## config.mk

```make
export PLATFORM = sky130hd
export DESIGN_NAME = nibble_serial_adder_ctrl
export DESIGN_NICKNAME = d
export VERILOG_FILES = /design/src/rtl/nibble_serial_adder_ctrl.sv
export SDC_FILE = /design/constraint.sdc
export NUM_CORES = 1
export LEC_CHECK = 0
export ABC_CLOCK_PERIOD_IN_PS = 3050
export CORE_UTILIZATION = 52
export CTS_CLUSTER_DIAMETER = 60
export CTS_CLUSTER_SIZE = 10
export DETAILED_ROUTE_END_ITERATION = 10
export GPL_TIMING_DRIVEN = 0
export PLACE_DENSITY = 0.79
export SYNTH_ARGS = -nofsm -noshare
export SYNTH_HDL_FRONTEND = slang
export SYNTH_SLANG_ARGS = --single-unit
```

## constraint.sdc

```tcl
create_clock -name clk -period 3.05 [get_ports clk]
set_clock_uncertainty 0.05 [all_clocks]
set_input_delay 0.4575 -clock clk [delete_from_list [all_inputs] [get_ports clk]]
set_output_delay 0.4575 -clock clk [all_outputs]
set_load 0.01 [all_outputs]
```

## src/rtl/nibble_serial_adder_ctrl.sv

```systemverilog
// nibble_serial_adder_ctrl: WIDTH-bit add/subtract through one shared 4-bit slice, LSB nibble first
module nibble_serial_adder_ctrl #(
    parameter int WIDTH = 16
) (
    input  logic             clk,
    input  logic             rst,
    input  logic             start,
    input  logic             sub,
    input  logic             carry_in,
    input  logic [WIDTH-1:0] a,
    input  logic [WIDTH-1:0] b,
    output logic             busy,
    output logic             done,
    output logic [WIDTH-1:0] sum,
    output logic             carry_out,
    output logic             overflow
);
    localparam int NIBBLES = WIDTH / 4;
    localparam int KW = $clog2(NIBBLES) + 1;
    localparam int KI = (NIBBLES > 1) ? $clog2(NIBBLES) : 1;
    localparam logic [KW-1:0] LAST = KW'(NIBBLES - 1);
    typedef enum logic [1:0] {IDLE, RUN, DONE} state_t;
    state_t state;
    logic [NIBBLES-1:0][3:0] op_a, op_b, work;
    logic carry_reg;
    logic [KW-1:0] k;
    logic [KI-1:0] ki;
    logic [4:0] slice;
    always_comb begin
        ki = k[KI-1:0];
        slice = {1'b0, op_a[ki]} + {1'b0, op_b[ki]} + {4'b0, carry_reg};
    end
    always_ff @(posedge clk) begin
        if (rst) begin
            state     <= IDLE;
            busy      <= 1'b0;
            done      <= 1'b0;
            sum       <= '0;
            carry_out <= 1'b0;
            overflow  <= 1'b0;
            op_a      <= '0;
            op_b      <= '0;
            work      <= '0;
            carry_reg <= 1'b0;
            k         <= '0;
        end else begin
            done <= 1'b0;
            case (state)
                IDLE: if (start) begin
                    op_a      <= a;
                    op_b      <= sub ? ~b : b;
                    carry_reg <= sub | carry_in;
                    work      <= '0;
                    k         <= '0;
                    busy      <= 1'b1;
                    state     <= RUN;
                end
                RUN: begin
                    work[ki]  <= slice[3:0];
                    carry_reg <= slice[4];
                    k         <= k + 1'b1;
                    if (k == LAST) state <= DONE;
                end
                DONE: begin
                    // op_b already holds ~b when subtracting, so one overflow rule covers both modes
                    sum       <= work;
                    carry_out <= carry_reg;
                    overflow  <= (op_a[NIBBLES-1][3] == op_b[NIBBLES-1][3]) &&
                                 (work[NIBBLES-1][3] != op_a[NIBBLES-1][3]);
                    done      <= 1'b1;
                    busy      <= 1'b0;
                    state     <= IDLE;
                end
                default: state <= IDLE;
            endcase
        end
    end
endmodule
```

==> flow_metrics.tcl, run 1 <==
set metrics [dict create \
    overflow 0 \
    hold_depth 2 \
    synth_nets 367 \
    met3_length_um 265 \
    wl_per_cell_um 14.1 \
    clkTransAtPathRegs_ps 80 \
    portBuffers 54 \
    clockPowerShare_pct 37.0 \
    internal_power_uw 1560 \
    grt_pass1_vias 2376 \
    comb_power_share_pct 13.2 \
    seq_area_frac_synth_pct 46.6 \
    required_ps 3220 \
    crit_path_end_kind "flip-flop" \
    finalHoldViolations 0 \
    path_max_fanout 10 \
    dr_wl_met2_mm 3.27 \
    reg2reg_depth 7 \
    power.total_uw 2070 \
    core_area_um2 5920 \
    cp_num_cells 7 \
    synth_ff_type "dfxtp_1" \
    synth.cell_area_um2 3180 \
    power_leakage_uw 0.00146 \
    final_core_util_pct 67.9 \
    hp-class "reg -> reg" \
    antenna_found_initial 0 \
    wl_met1_mm 2.96 \
    dpl_worst_slack_ps 156 \
    ys_seq_elements 74 \
    grt_pass1_wl_mm 11.1 \
    diodes 0 \
    io_pins 57 \
    clockRootBuffer "clkbuf_8" \
    cp_num_buf_inv 1 \
    critPathTopFamily "adder cells" \
    setup_violations 0 \
    worstSetupPathType "reg -> reg" \
    multiInputGateArea_um2 1570 \
    area_growth_pct 26.5 \
    dp_hpwl_mm 4.87 \
    min_period_ps 2930 \
    grt_max_degree 12 \
    power_density_nw_per_um2 515 \
    dieHeight_um 80.2 \
    cap_violations 0 \
    ctsHoldBuffers 0 \
    antenna_left 0 \
    fp-row-count 28 \
    routed_wl_mm 6.57 \
    drive_above_1_share_pct 11.0 \
    placed_cells 449 \
    firstDrtPassIters 4 \
    final.setup.worst_slack_ps 122 \
    slowest_delay_ps 590 \
    cts_buffers 9 \
    cts_tree "done" \
    tightest_slew_ps 686 \
    async_flop_share_pct 0 \
    crit_chain "buf_2 > mux4_2 > fa_1 > fa_1 > a21o_1 > a211oi_1 > a2111oi_2" \
    layout.cells.non_filler 465 \
    postSynthCellCount 320 \
    status "finished, final reports clean" \
    insertion_delay_ps 340 \
    synth.distinct_cells 39 \
    path_common_cell "fa_1" \
    gp_congestion 0.911 \
    start_util_pct 53.7 \
    p_switching_uw 508 \
    vdd_ir_drop_max_mv 0.283 \
    yosysWarnings 0 \
    vias 2493 \
    fin_nets 432 \
    fp.dieArea_um2 6430 \
    avgViaCountPerCell 5.36 \
    htree_num_levels 3 \
    layout.area.seq_um2 1480 \
    drt_iter0_drc 165 \
    avgSynthCellArea_um2 9.93 \
    seqPwrFrac_pct 49.8 \
    postCtsSetupBuffers 0 \
    cts_sinks 74 \
    worstSetupStartpointType "flip-flop" \
    post-route-drc-count 0 \
    die_x_um 80.2 \
    rsz0062_at_grt "false" \
    highest_layer "met4" \
    synth_enable_flop_cells 0 \
    fill_cells 487 \
    max_freq_mhz 342 \
    drv_slew 0 \
    critical_path_arrival_ps 3090 \
    track_usage_pct 22.9 \
    post-route-period-util_pct 96.0 \
    fin_setup_tns_ps 0 \
    cts_buffer_depth 2 \
    p_sw_share_pct 24.6 \
    cp_slowest_cell "mux4_2" \
    relSlewSlack_pct 54.0 \
]
## per-stage QoR
stage	hold WS (ps)	instance area (um^2)
finish	405	4020
global route	425	4020
CTS	407	4010
detailed placement	396	3810
global placement	390	3810
floorplan	383	3180
## layout make-up
cell class | instances | share of cell area, %
multi-input combinational | 217 | 39.0
sequential | 74 | 36.9
timing repair buffer | 54 | 13.4
clock buffer | 14 | 4.05
buffer | 24 | 2.93
tap | 75 | 2.33
clock inverter | 2 | 0.872
inverter | 5 | 0.467
## cell usage after synthesis, types with 4 or more instances
library cell / count / area share, %
dfxtp_1: 74 / 47
nand2_1: 46 / 5.4
a21oi_1: 30 / 4.7
nor2_1: 19 / 2.2
a211oi_1: 18 / 4.3
a22o_1: 18 / 5.0
xnor2_1: 16 / 4.4
nand3_1: 13 / 2.0
buf_2: 11 / 1.7
clkbuf_1: 8 / 0.94
ha_1: 8 / 3.1
mux4_2: 8 / 5.7
inv_1: 5 / 0.59
a2111o_1: 4 / 1.4
and3b_1: 4 / 1.1
nand4b_1: 4 / 1.1
o311ai_0: 4 / 1.1
## what timing repair did
item | 4_1_cts | 5_1_grt
gates resized for setup | 0 | 3
endpoints found under the setup margin | 0 | 1
hold endpoints to repair | 0 | 0
## final timing paths
| kind | from | endpoint | slack (ps) |
|---|---|---|---|
| hold reg to reg | op_a[3]$_SDFFE_PP0P_ | op_a[3]$_SDFFE_PP0P_ | 410 |
| setup reg to reg | k[0]$_SDFFE_PP0P_ | carry_reg$_SDFFE_PP0P_ | 120 |
| hold / removal | op_a[3]$_SDFFE_PP0P_ | op_a[3]$_SDFFE_PP0P_ | 410 |
| setup / recovery | k[0]$_SDFFE_PP0P_ | carry_reg$_SDFFE_PP0P_ | 120 |
## power by group through the flow
stage	clock network, uW	logic (uW)	registers (uW)
2_1_floorplan	0	176	1040
5_1_grt	815	302	1030
3_5_place_dp	0	270	1050
3_3_place_gp	0	266	1050
6_report	765	274	1030
4_1_cts	774	272	1030
## layout by cell type (no fill, tap or decap), drive strengths merged, types with 3 or more instances in the layout
master          n
dfxtp          74
clkdlybuf4s50  54
nand2          46
a21oi          31
clkbuf         24
nor2           19
a22o           18
a211oi         18
xnor2          16
buf            14
nand3          13
mux4            8
ha              8
inv             5
and3b           4
a2111o          4
nand4b          4
o311ai          4
nand3b          4
nand2b          3
nor3b           3
## worst register-to-register path, stage by stage, from the launching register on
cell and delay (ps):
dfxtp_1 360, buf_2 330, mux4_2 590, fa_1 450
fa_1 440, a21o_1 200, a211oi_1 290, a2111oi_2 90
## routing by layer
layer | vias to the layer above | GRT usage, %
met2 | 59 | 39.0
met3 | 8 | 5.91
met4 | 0 | 7.86
met5 | - | 0
li1 | 1272 | -
met1 | 1154 | 27.9
## cell families (layout without fill, tap and decap cells)
| group | count (synthesis) | after routing | share of synthesized area [%] |
|---|---|---|---|
| multiplexers | 9 | 9 | 5.98 |
| buffers and inverters | 29 | 99 | 4.25 |
| flip-flops | 74 | 74 | 46.6 |
| AND/OR/NAND/NOR | 100 | 100 | 15.4 |
| AO/OA/AOI/OAI | 81 | 81 | 18.6 |
| XOR/XNOR | 17 | 17 | 4.68 |
| adder cells (fa/ha/maj) | 10 | 10 | 4.41 |
Power figures use the tool's default switching activity.
==> inputs of run 2 (changes only) <==
--- a/config.mk
+++ b/config.mk
@@ -15,3 +15,4 @@
 export SYNTH_ARGS = -nofsm -noshare
 export SYNTH_HDL_FRONTEND = slang
 export SYNTH_SLANG_ARGS = --single-unit
+export TNS_END_PERCENT = 5
==> results of run 2 <==
No change in the layout: final DEF, timing and power equal those of run 1.
